$ cat config.mk
export PLATFORM = sky130hd
export DESIGN_NAME = dm_port_arbiter
export DESIGN_NICKNAME = d
export VERILOG_FILES = /design/src/rtl/dm_arb_pkg.sv /design/src/rtl/dm_arb_starve_cnt.sv /design/src/rtl/dm_port_arbiter.sv
export SDC_FILE = /design/constraint.sdc
export NUM_CORES = 1
export LEC_CHECK = 0
export ABC_CLOCK_PERIOD_IN_PS = 2500
export BUFFER_PORTS_ARGS = -buffer_cell sky130_fd_sc_hd__buf_4
export CORE_AREA = 8 8 106 108
export CTS_BUF_LIST = sky130_fd_sc_hd__clkbuf_8
export DETAILED_ROUTE_END_ITERATION = 10
export DIE_AREA = 0 0 114 116
export GPL_TIMING_DRIVEN = 0
export PLACE_DENSITY = 0.56
export SLEW_MARGIN = 20
export SYNTH_ARGS = -nofsm -noshare
export SYNTH_HDL_FRONTEND = slang
export SYNTH_HIERARCHICAL = 1
export SYNTH_SLANG_ARGS = --single-unit
$ cat constraint.sdc
create_clock -name clk -period 2.5 [get_ports clk]
set_input_delay 0.125 -clock clk [delete_from_list [all_inputs] [get_ports clk]]
set_output_delay 0.125 -clock clk [all_outputs]
set_load 0.1 [all_outputs]
$ cat src/rtl/dm_arb_pkg.sv
// ----------------------------------------------------------------------------
// dm_arb_pkg
// Shared types and constants for the data-memory port arbiter.
//   owner_e     : who owns the read data returning in the next cycle
//   DM_LIMIT_DEF: highest byte address backed by the data memory
//   DM_WADDR_W  : memory word-address width (3072 words)
//   word_addr() : byte address -> word address (caller truncates to width)
// ----------------------------------------------------------------------------
package dm_arb_pkg;

    typedef enum logic [1:0] {
        OWN_NONE = 2'd0,
        OWN_CPU  = 2'd1,
        OWN_DBG  = 2'd2
    } owner_e;

    localparam logic [31:0] DM_LIMIT_DEF = 32'h0000_2fff;
    localparam int          DM_WADDR_W   = 12;

    // Returns the full shifted address so every input bit is consumed; the
    // caller casts down to the memory word-address width.
    function automatic logic [31:0] word_addr(input logic [31:0] addr);
        return addr >> 2;
    endfunction

endpackage

$ cat src/rtl/dm_arb_starve_cnt.sv
// ----------------------------------------------------------------------------
// dm_arb_starve_cnt
// Saturating count of consecutive cycles the secondary requester was denied.
// Ports:
//   clk       in  system clock
//   rst_n     in  asynchronous active-low reset
//   i_inc     in  secondary request pending and not granted this cycle
//   i_clr     in  secondary granted or not requesting (wins over i_inc)
//   o_starved out count has reached STARVE_MAX
// ----------------------------------------------------------------------------
module dm_arb_starve_cnt #(
    parameter int STARVE_MAX = 4
) (
    input  logic clk,
    input  logic rst_n,
    input  logic i_inc,
    input  logic i_clr,
    output logic o_starved
);

    localparam int CNT_W = (STARVE_MAX < 1) ? 1 : $clog2(STARVE_MAX + 1);
    localparam logic [CNT_W-1:0] CNT_MAX = CNT_W'(STARVE_MAX);

    logic [CNT_W-1:0] r_cnt;

    always_ff @(posedge clk or negedge rst_n) begin
        if (!rst_n) begin
            r_cnt <= '0;
        end else if (i_clr) begin
            r_cnt <= '0;
        end else if (i_inc && (r_cnt != CNT_MAX)) begin
            r_cnt <= r_cnt + 1'b1;
        end
    end

    assign o_starved = (r_cnt == CNT_MAX);

endmodule

$ cat src/rtl/dm_port_arbiter.sv
// ----------------------------------------------------------------------------
// dm_port_arbiter
// Shares the single synchronous-read data-memory port between the CPU M-stage
// (fixed priority) and a secondary debug/loader requester, which is forced in
// after STARVE_MAX consecutive denied cycles.
// Ports:
//   clk, reset                    clock, asynchronous active-low reset
//   c_req/c_we/c_addr/c_be/c_wd   CPU access fields (M stage)
//   c_stall                       CPU access displaced by the secondary side
//   c_rd                          CPU load data, cycle after a granted read
//   d_req/d_we/d_addr/d_be/d_wd   secondary access fields, held until d_gnt
//   d_gnt                         secondary access accepted this cycle
//   d_rvalid/d_rd/d_err           secondary response, cycle after d_gnt
//   m_en/m_we/m_addr/m_wd/m_rd    memory macro port (one-cycle read latency)
// ----------------------------------------------------------------------------
module dm_port_arbiter
    import dm_arb_pkg::*;
#(
    parameter logic [31:0] DM_LIMIT   = dm_arb_pkg::DM_LIMIT_DEF,
    parameter int          WADDR_W    = dm_arb_pkg::DM_WADDR_W,
    parameter int          STARVE_MAX = 4
) (
    input  logic               clk,
    input  logic               reset,
    input  logic               c_req,
    input  logic               c_we,
    input  logic [31:0]        c_addr,
    input  logic [3:0]         c_be,
    input  logic [31:0]        c_wd,
    output logic               c_stall,
    output logic [31:0]        c_rd,
    input  logic               d_req,
    input  logic               d_we,
    input  logic [31:0]        d_addr,
    input  logic [3:0]         d_be,
    input  logic [31:0]        d_wd,
    output logic               d_gnt,
    output logic               d_rvalid,
    output logic [31:0]        d_rd,
    output logic               d_err,
    output logic               m_en,
    output logic [3:0]         m_we,
    output logic [WADDR_W-1:0] m_addr,
    output logic [31:0]        m_wd,
    input  logic [31:0]        m_rd
);

    logic        w_starved;
    logic        w_d_win;
    logic        w_c_win;
    logic        w_d_inr;
    logic        w_c_inr;
    logic        w_sel_vld;
    logic        w_sel_we;
    logic        w_sel_inr;
    logic [31:0] w_sel_addr;
    logic [3:0]  w_sel_be;
    logic [31:0] w_sel_wd;

    owner_e      r_owner_p1;
    logic        r_dvld_p1;
    logic        r_err_p1;

    // Winner selection: secondary takes the port when CPU is idle or when the
    // secondary has been denied long enough.
    assign w_d_win = d_req && (!c_req || w_starved);
    assign w_c_win = c_req && !w_d_win;
    assign w_d_inr = (d_addr <= DM_LIMIT);
    assign w_c_inr = (c_addr <= DM_LIMIT);

    dm_arb_starve_cnt #(
        .STARVE_MAX (STARVE_MAX)
    ) u_starve (
        .clk       (clk),
        .rst_n     (reset),
        .i_inc     (d_req && !w_d_win),
        .i_clr     (w_d_win || !d_req),
        .o_starved (w_starved)
    );

    always_comb begin
        w_sel_vld  = 1'b0;
        w_sel_we   = 1'b0;
        w_sel_inr  = 1'b0;
        w_sel_addr = 32'h0;
        w_sel_be   = 4'h0;
        w_sel_wd   = 32'h0;
        if (w_d_win) begin
            w_sel_vld  = 1'b1;
            w_sel_we   = d_we;
            w_sel_inr  = w_d_inr;
            w_sel_addr = d_addr;
            w_sel_be   = d_be;
            w_sel_wd   = d_wd;
        end else if (w_c_win) begin
            w_sel_vld  = 1'b1;
            w_sel_we   = c_we;
            w_sel_inr  = w_c_inr;
            w_sel_addr = c_addr;
            w_sel_be   = c_be;
            w_sel_wd   = c_wd;
        end
    end

    // Out-of-range winners (secondary error, CPU protocol violation) never
    // touch the macro, so writes to them are dropped here.
    assign m_en    = w_sel_vld && w_sel_inr;
    assign m_we    = (m_en && w_sel_we) ? w_sel_be : 4'h0;
    assign m_addr  = WADDR_W'(word_addr(w_sel_addr));
    assign m_wd    = w_sel_wd;
    assign c_stall = c_req && w_d_win;
    assign d_gnt   = w_d_win;

    // ---- grant stage -> return stage (memory read latency) ----
    always_ff @(posedge clk or negedge reset) begin
        if (!reset) begin
            r_owner_p1 <= OWN_NONE;
            r_dvld_p1  <= 1'b0;
            r_err_p1   <= 1'b0;
        end else begin
            r_dvld_p1 <= w_d_win;
            r_err_p1  <= w_d_win && !w_d_inr;
            if (w_d_win && !d_we) begin
                r_owner_p1 <= OWN_DBG;
            end else if (w_c_win && !c_we && w_c_inr) begin
                r_owner_p1 <= OWN_CPU;
            end else begin
                r_owner_p1 <= OWN_NONE;
            end
        end
    end

    // Return muxing: each side only ever sees data it owns; writes and error
    // responses return zero.
    assign c_rd     = (r_owner_p1 == OWN_CPU) ? m_rd : 32'h0;
    assign d_rvalid = r_dvld_p1;
    assign d_err    = r_dvld_p1 && r_err_p1;
    assign d_rd     = ((r_owner_p1 == OWN_DBG) && !r_err_p1) ? m_rd : 32'h0;

endmodule

==> impl_metrics.toml, run 1 <==
[finish]
diodes = 0
area_growth_pct = 173.1
drive_above_1_share = 0.6792
finalCoreUtilization = 0.4089
finalNetCount = 654

[timing]
layout_worst_path_cycle_share = 0.9357
fmax_ghz = 0.4275
min_period_ns = 2.339
worst_slew_pin_slew_ns = 0.6116
skew_ns = 0.0009774
fin_setup_tns_ns = 0
worst_hold_slack_ns = 0.07908
rsz0062_at_grt = "false"
slew-limit-headroom = 0.5885
setup_viol_count_final = 0
finalHoldViolations = 0
drv_slew = 0

[cts]
cts_buffer_depth = 2
path_clk_slew_ns = 0.04
htreeDepth = 1
clock_sinks = 7
cts_tree = "done"
cts_root_buf = "clkbuf_8"
cts_buffers = 3
worstSkewPairLatency_ns = 0.22

[floorplanning]
rows = 36
die_w_um = 114
initial_utilization = 0.1498
pin_count = 291
die_h_um = 116
die_area_sq_um = 13220
coreArea_sq_um = 9549

[detailed_routing]
drt_wl_total_um = 10820
drcViolationCount = 0
num_vias = 2591
first_iter_violations = 82
wl_per_cell_um = 17.74
first_pass_iters = 4
ant_nets = 0
via_per_inst = 4.248

[synth]
yosysTopAreaCell = "and2_1"
synth_nets = 360
syn-instance-count = 184
synth_flop_cell = "dfrtp_1"
syn_avg_cell_area_sq_um = 7.772
ys_seq_area_frac = 0.1225
yosysWarnings = 6
syn_area_sq_um = 1430
synth_edf_count = 0
yosysUniqueCellTypes = 35
async_flop_share = 1.000
ys_ff_latch = 7
synth.area.top_cells = "and2_1 (29%), a22o_1 (27%), dfrtp_1 (12%), a211oi_1 (3.1%), nor4_1 (3.1%)"
synth_top_area_frac = 0.2887

[power]
power.leakage_nw = 2.153
p_per_area_nw_per_um2 = 319.2
max-vdd-ir-drop_mv = 0.1696
power_mw = 1.247

[critical_path]
cpLargestDelayFamily = "simple AND/OR/NAND/NOR gates"
max_stage_delay_ns = 0.40
crit_path_start_kind = "register"
critPathCaptureType = "output port"
cp_max_fo = 9
critPathArrivalTime_ns = 2.21
required_ns = 2.38
worst-setup-path-type = "register to output port"
critPathSlowestCell = "dfrtp_1"
crit_path_cell_trace = "inv_1 > ha_2 > and2_4 > nor2b_2 > nor2_4 > buf_12 > nand4_4 > a211oi_2 > buf_6"
crit_buf_inv = 3
r2r_slack_ns = 0.48

[global_route]
grt_antenna_before_repair = 0
grt_pass1_vias = 2944
grt_overflow_total = 0
grt_pass1_wl_um = 15490
grt_max_degree = 12
grt_usage = 0.1472

[job]
drv_cap = 0

[min_path]
hold_path_class = "input port to register"

[run_status]
outcome = "finished, final reports clean"

[placed_design]
port_buffers = 286
finalWeightedCongestion = 0.8888
dpl.hpwl_um = 9951
cells in the mapped netlist, types with 2 or more instances:
| master | instances |
|---|---|
| and2_1 | 66 |
| dfrtp_1 | 7 |
| clkbuf_1 | 7 |
| ha_1 | 2 |
| nand2_1 | 2 |
| a22o_1 | 44 |
| nor4_1 | 7 |
| nor2b_1 | 2 |
| and3_1 | 2 |
| buf_2 | 7 |
| a21boi_2 | 2 |
| a211oi_1 | 6 |
| nor3_1 | 2 |
| inv_1 | 3 |
| nand2b_1 | 2 |
| a22oi_1 | 4 |
power by group:
group	internal (mW)	leakage, nW	switching (mW)
Sequential	0.117	0.0948	0.00192
Clock	0.106	0.0269	0.0468
Combinational	0.321	2.03	0.655
Total	0.543	2.15	0.703
worst paths after layout:
path	start	end	cells past startpoint
worst max-delay path	u_starve/r_cnt[0]$_DFFE_PN0P_	m_we[3]	9
worst min-delay path	c_we	r_owner_p1[0]$_DFF_PN0_	2
worst max register to register	u_starve/r_cnt[0]$_DFFE_PN0P_	u_starve/r_cnt[0]$_DFFE_PN0P_	8
worst min register to register	u_starve/r_cnt[1]$_DFFE_PN0P_	u_starve/r_cnt[1]$_DFFE_PN0P_	2
max in group asynchronous	reset	r_owner_p1[1]$_DFF_PN0_	2
min in group asynchronous	reset	r_owner_p1[0]$_DFF_PN0_	2
worst reg2reg max path: stages (launching register included):
cell and delay [ns]:
dfrtp_1 0.38, inv_1 0.06, ha_2 0.20, and2_4 0.18
nor2b_2 0.24, nand2_1 0.19, inv_1 0.12, a21boi_2 0.22
mux2_4 0.31
layout make-up:
| cell class | instances | area, sq um |
|---|---|---|
| fill | 1001 | 5644 |
| timing repair buffer | 289 | 2187 |
| tap | 133 | 166.4 |
| inverter | 4 | 15.01 |
| clock inverter | 1 | 3.754 |
| multi-input combinational | 157 | 1229 |
| sequential | 7 | 175.2 |
| clock buffer | 3 | 41.29 |
| buffer | 16 | 87.58 |
cell usage in the layout (no fill, tap or decap), types with 2 or more instances in the layout:
cell	synthesis	final
a22o_1	44	35
a211oi_1	6	2
dfrtp_1	7	7
and2_1	66	65
a22oi_1	4	4
nor3_1	2	2
nand2b_1	2	2
and3_1	2	2
buf_6	1	4
nand2_1	2	2
a211oi_2	0	4
a22o_2	0	9
buf_2	7	6
buf_4	0	285
nor2b_1	2	2
clkbuf_1	7	7
clkbuf_8	0	3
inv_1	3	4
nor4_1	7	7
timing repair:
| action | CTS | global route |
|---|---|---|
| hold buffers | 1 | 0 |
| endpoints found under the setup margin | 11 | 43 |
| setup buffers | 0 | 2 |
| gates resized for setup | 6 | 8 |
| pin swaps | 1 | 3 |
| endpoints found under the hold margin | 7 | 0 |
| cloned | 0 | 0 |
registers in the layout, indices dropped and copies added, names as in the netlist:
| name | flops |
|---|---|
| d_rvalid | 1 |
| u_starve/r_cnt | 3 |
| r_owner_p1 | 2 |
| r_err_p1 | 1 |
logic make-up (layout without fill, tap and decap cells):
group                    after synthesis  after routing  share of synthesized area
AO/OA/AOI/OAI                         60             60                     0.3578
adder cells (fa/ha/maj)                2              2                    0.01750
buffers and inverters                 20            313                    0.06386
flip-flops                             7              7                     0.1225
multiplexers                           2              2                    0.01750
AND/OR/NAND/NOR                       93             93                     0.4208
metrics by stage:
step	instances	setup WS [ns]	instance area [sq um]
2_1_floorplan	184	-0.2921	1461
3_3_place_gp	603	0.2500	3775
3_5_place_dp	603	0.2044	3775
4_1_cts	608	0.01757	3852
5_1_grt	610	0.009823	3905
6_report	610	0.1607	3905
metal layers:
layer | up-vias | GRT usage | share of wire
met4 | 0 | 0.04348 | 0.018
met5 | - | 0 | 0
met2 | 183 | 0.2847 | 0.52
li1 | 1269 | - | -
met1 | 1126 | 0.1350 | 0.34
met3 | 13 | 0.06722 | 0.13
Note: power is estimated with default switching activity, not from simulation.
==> inputs of run 2 (changes only) <==
- CORE_AREA: 8 8 106 108 -> 2 2 112 114
- PLACE_DENSITY: 0.56 -> 0.47
==> impl_metrics.toml, run 2 (synthesis gave the netlist of run 1 again) <==
[timing]
skew_ns = 0.001839
slew-limit-headroom = 0.5883
min_period_ns = 2.349
drv_slew = 0
fmax_ghz = 0.4257
setup_viol_count_final = 0
layout_worst_path_cycle_share = 0.9396
worst_slew_pin_slew_ns = 0.6162
rsz0062_at_grt = "false"
finalHoldViolations = 0
setup_ws_ns = 0.1511

[finish]
nFillCells = 1300
diodes = 0
finalNetCount = 655
top_regs = "u_starve/r_cnt x3, r_owner_p1 x2"
mostFrequentLayoutCell = "buf_4"
mostFrequentLayoutCells = "buf_4 (283), and2_1 (65), a22o_1 (35), a22o_2 (9), buf_6 (8)"
largest_reg_flops = 3
drive_above_1_share = 0.6820
top_register = "u_starve/r_cnt"
final_area_sq_um = 3926
area_growth_pct = 174.5
finalCoreUtilization = 0.3296

[power]
p_sw_mw = 0.7081
power_frac_comb = 0.778
pwr-share-seq = 0.095
intPower_mw = 0.5452
p_sw_frac = 0.5650
p_per_area_nw_per_um2 = 319.2
max-vdd-ir-drop_mv = 0.1335
power.leakage_nw = 2.154
pwr-share-clk = 0.128

[global_route]
grt_usage = 0.1261
grt_pass1_wl_um = 13300
grt_overflow_total = 0
grt_antenna_before_repair = 0
grt_max_degree = 12
grt_pass1_vias = 2512

[placed_design]
port_buffers = 286
finalWeightedCongestion = 0.7401
dp_slack_ns = 0.2279
dpl.hpwl_um = 8616
placed_cell_area_sq_um = 3792

[detailed_routing]
route.met2.wl_um = 5034
top_layer = "met4"
drcViolationCount = 0
wl_per_cell_um = 14.96
ant_nets = 0
num_vias = 2585
met1_length_um = 3177
via_per_inst = 4.136
first_iter_violations = 34
wl_met3_um = 1090
drt_wl_total_um = 9351
first_pass_iters = 4

[cts]
path_clk_slew_ns = 0.04
cts_tree = "done"
worstSkewPairLatency_ns = 0.23
cts_buffers = 3
htreeDepth = 1
cts_buffer_depth = 2
clock_sinks = 7
cts_root_buf = "clkbuf_8"

[floorplanning]
initial_utilization = 0.1201
coreArea_sq_um = 11910
rows = 40
die_w_um = 114
die_h_um = 116
die_area_sq_um = 13220
pin_count = 291

[job]
drv_cap = 0

[critical_path]
crit_path_start_kind = "register"
r2r_start = "u_starve/r_cnt[0]$_DFFE_PN0P_"
cp_max_fo = 10
required_ns = 2.38
reg2regPathDepth = 8
worst-setup-path-type = "register to output port"
critPathArrivalTime_ns = 2.22
rr_endpoint = "u_starve/r_cnt[0]$_DFFE_PN0P_"
critPathCaptureType = "output port"
r2r_slack_ns = 0.42

[min_path]
hold_end = "r_owner_p1[0]$_DFF_PN0_"
hold_path_class = "input port to register"
min_from = "c_we"
hold_depth = 2

[run_status]
outcome = "finished, final reports clean"
run 2: cell types whose count changed in the layout (fill, tap and decap cells not counted):
cell / delta
a21boi_2: +1
a21boi_4: -1
and4_1: -1
and4_4: +1
buf_12: -1
buf_4: -2
buf_6: +4
clkinv_2: +1
ha_1: +1
ha_2: -1
inv_1: -1
run 2: worst max path at each step:
stage                    end                          start
global route        m_wd[11]  u_starve/r_cnt[0]$_DFFE_PN0P_
finish              m_wd[22]  u_starve/r_cnt[0]$_DFFE_PN0P_
floorplan            m_we[0]  u_starve/r_cnt[0]$_DFFE_PN0P_
global placement     m_we[3]  u_starve/r_cnt[0]$_DFFE_PN0P_
CTS                  m_we[0]  u_starve/r_cnt[0]$_DFFE_PN0P_
detailed placement   m_we[0]  u_starve/r_cnt[0]$_DFFE_PN0P_
run 2: through the flow:
step / cells / power (mW) / setup TNS (ns) / hold WS (ns)
floorplan: 184 / 0.7359 / -1.168 / -0.1706
global placement: 617 / 1.088 / 0 / -0.05707
detailed placement: 617 / 1.094 / 0 / -0.05384
CTS: 622 / 1.260 / 0 / 0.05922
global route: 625 / 1.307 / 0 / 0.06537
finish: 625 / 1.253 / 0 / 0.06428
run 2: layout make-up:
type	count	area, sq um	area share
plain buffers	16	78.83	0.02008
clock buffers	3	41.29	0.01052
clock inverters	1	5.005	0.001275
inverters	4	15.01	0.003824
multi-input cells	157	1221	0.3110
flip-flops and latches	7	175.2	0.04461
well taps	147	183.9	0.04684
repair buffers	290	2206	0.5618
run 2: routing by layer:
metal,track usage,vias up
met5,0,-
li1,-,1271
met4,0.01707,0
met1,0.1340,1129
met3,0.04132,8
met2,0.2472,177
run 2: power by group through the flow:
stage / Combinational (mW) / Clock [mW] / Sequential [mW]
after floorplan: 0.610 / 0 / 0.126
after global placement: 0.968 / 0 / 0.120
after detailed placement: 0.974 / 0 / 0.120
after CTS: 0.975 / 0.166 / 0.119
after global routing: 1.01 / 0.176 / 0.119
final: 0.975 / 0.160 / 0.119
run 2: worst max-delay path: stages (launching register included):
cell and delay [ns]:
dfrtp_1 0.37, inv_1 0.06, ha_1 0.23, and2_4 0.18, nor2b_2 0.25, nor2_4 0.08
buf_4 0.15, buf_2 0.17, a22o_1 0.26, buf_4 0.23
run 2: what timing repair did:
action                                  in CTS  in global routing
endpoints found under the hold margin        7                  0
endpoints found under the setup margin       4                 25
gates resized for setup                      4                 10
hold buffers                                 1                  0
setup buffers                                0                  3
pin swaps                                    0                  4
==> inputs of run 3 (changes only) <==
- ABC_CLOCK_PERIOD_IN_PS: 2500 -> 2210
- CORE_AREA: 2 2 112 114 -> 2 2 114 116
- DIE_AREA: 0 0 114 116 -> 0 0 116 118
- PLACE_DENSITY: 0.47 -> 0.45
- SKIP_LAST_GASP: unset -> 1
- SYNTH_HIERARCHICAL: 1 -> unset
- clock period: 2.5 -> 2.21 ns (I/O delays scaled with it)
==> impl_metrics.toml, run 3 <==
[detailed_routing]
drt_wl_total_um = 9390
num_vias = 2566
first_pass_iters = 4
via_per_inst = 3.936
drcViolationCount = 0
wl_per_cell_um = 14.40
first_iter_violations = 39
ant_nets = 0

[critical_path]
startpoint = "u_starve.r_cnt[0]$_DFFE_PN0P_"
required_ns = 2.10
cp_max_fo = 5
worst-setup-path-type = "register to output port"
critPathCaptureType = "output port"
reg2regPathDepth = 7
r2r_slack_ns = 0.58
critPathArrivalTime_ns = 2.24
rr_endpoint = "r_owner_p1[0]$_DFF_PN0_"
crit_path_start_kind = "register"
r2r_start = "u_starve.r_cnt[0]$_DFFE_PN0P_"

[placed_design]
dpl.hpwl_um = 8660
placed_cell_area_sq_um = 3810
finalWeightedCongestion = 0.7633
port_buffers = 286

[power]
p_sw_mw = 0.8038
power_frac_comb = 0.789
intPower_mw = 0.6358
power.leakage_nw = 2.195
pwr-share-clk = 0.116
p_per_area_nw_per_um2 = 352.6
max-vdd-ir-drop_mv = 0.1618
pwr-share-seq = 0.095
p_sw_frac = 0.5583

[synth]
synth_edf_count = 0
synth_flop_cell = "dfrtp_1"
yosysTopAreaCell = "and2_1"
yosysUniqueCellTypes = 24
syn_avg_cell_area_sq_um = 7.424
synth_commonest_cells = "and2_1 (66), a22o_1 (44), clkbuf_1 (13)"
synth.area.top_cells = "and2_1 (31%), a22o_1 (29%), dfrtp_1 (13%), clkbuf_1 (3.6%), a211oi_1 (3.4%)"
synth_nets = 357
ys_seq_area_frac = 0.1304
yosysWarnings = 0
async_flop_share = 1.000
syn_area_sq_um = 1344
syn-instance-count = 181
yosysMostFrequentCell = "and2_1"
ys_ff_latch = 7
synth_top_area_frac = 0.3073

[timing]
min_period_ns = 2.348
setup_ws_ns = -0.1378
slew-limit-headroom = 0.5728
fmax_ghz = 0.4259
layout_worst_path_cycle_share = 1.062
skew_ns = 0.0008850
drv_slew = 0
finalHoldViolations = 0
rsz0062_at_grt = "true"
fin_setup_tns_ns = -0.3855
worst_hold_slack_ns = 0.06118
worst_slew_pin_slew_ns = 0.6284
setup_viol_count_final = 5

[floorplanning]
initial_utilization = 0.1082
die_w_um = 116
rows = 41
die_area_sq_um = 13690
pin_count = 291
coreArea_sq_um = 12410
die_h_um = 118

[finish]
drive_above_1_share = 0.7104
top_register = "u_starve.r_cnt"
finalCoreUtilization = 0.3289
multi_input_area_sq_um = 1227
diodes = 0
regArea_sq_um = 175.2
top_regs = "u_starve.r_cnt x3, r_owner_p1 x2"
mostFrequentLayoutCells = "buf_4 (280), and2_1 (66), a22o_1 (24), a22o_2 (17), buf_6 (11)"
final_area_sq_um = 4083
mostFrequentLayoutCell = "buf_4"
finalNetCount = 657
largest_reg_flops = 3
area_growth_pct = 203.8
nFillCells = 1346

[run_status]
violations = "negative setup slack"
outcome = "finished, violations left"

[global_route]
grt_max_degree = 12
grt_usage = 0.1232
grt_overflow_total = 0
grt_pass1_vias = 2576
grt_pass1_wl_um = 13370
grt_antenna_before_repair = 0

[cts]
clock_sinks = 7
cts_tree = "done"
cts_root_buf = "clkbuf_8"
worstSkewPairLatency_ns = 0.22
htreeDepth = 1
cts_buffer_depth = 2
cts_buffers = 3
path_clk_slew_ns = 0.04

[job]
drv_cap = 0

[min_path]
hold_end = "r_owner_p1[0]$_DFF_PN0_"
hold_path_class = "input port to register"
hold_depth = 2
min_from = "c_we"
==> run 3: changes by cell type after synthesis, moves of 2 or more <==
cell      previous run  this run
buf_2                7         1
clkbuf_1             7        13
nor2_1               1         5
a21boi_2             2         0
inv_1                3         5
nand2_1              2         4
or4_4                0         2
==> run 3: cell families after synthesis <==
group / share of synthesized area
multiplexers: 0.01490
AND/OR/NAND/NOR: 0.4218
flip-flops: 0.1304
adder cells (fa/ha/maj): 0.01862
buffers and inverters: 0.05959
AO/OA/AOI/OAI: 0.3548
==> run 3: layout make-up <==
class	count	area share
multi-input cells	153	0.3006
clock inverters	1	0.0009194
repair buffers	295	0.5673
plain buffers	16	0.02084
well taps	172	0.05271
clock buffers	3	0.01011
flip-flops and latches	7	0.04291
inverters	5	0.004597
==> run 3: power groups by stage <==
stage	clock [mW]	combinational, mW	sequential (mW)
2_1_floorplan	0	0.706	0.144
5_1_grt	0.181	1.18	0.137
3_3_place_gp	0	1.11	0.137
4_1_cts	0.172	1.14	0.136
6_report	0.167	1.14	0.136
3_5_place_dp	0	1.12	0.138
==> run 3: layer usage <==
layer	track usage	up-vias	wire length (um)
met5	0	-	0
met4	0.02530	0	129
met1	0.1242	1118	3179
li1	-	1258	-
met3	0.03244	10	1090
met2	0.2460	180	4991
==> run 3: metrics by stage <==
step	worst slack, ns	power, mW	instances
after floorplan	-0.2609	0.8493	181
final	-0.1378	1.440	652
after global placement	-0.3302	1.248	639
after global routing	-0.1950	1.498	652
after CTS	-0.1439	1.450	650
after detailed placement	-0.3629	1.254	639
==> run 3: worst max path at each step <==
stage / endpoint / cells past startpoint
after floorplan: m_we[0] / 6
after global placement: m_wd[30] / 7
after detailed placement: m_wd[30] / 7
after CTS: m_we[1] / 7
after global routing: m_we[1] / 7
final: m_we[1] / 7
==> run 3: worst max-delay path: stages, from the launching register on <==
cell      delay (ns)
dfrtp_1         0.39
inv_2           0.08
ha_4            0.15
nand2_4         0.05
a21bo_4         0.23
or4_4           0.57
a211oi_4        0.33
buf_12          0.22
==> run 3: what timing repair did <==
action | in CTS | in global routing
gates resized for setup | 39 | 8
setup endpoints to repair | 49 | 67
hold buffers | 1 | 0
pin swaps | 1 | 1
setup buffers | 6 | 2
endpoints found under the hold margin | 7 | 0
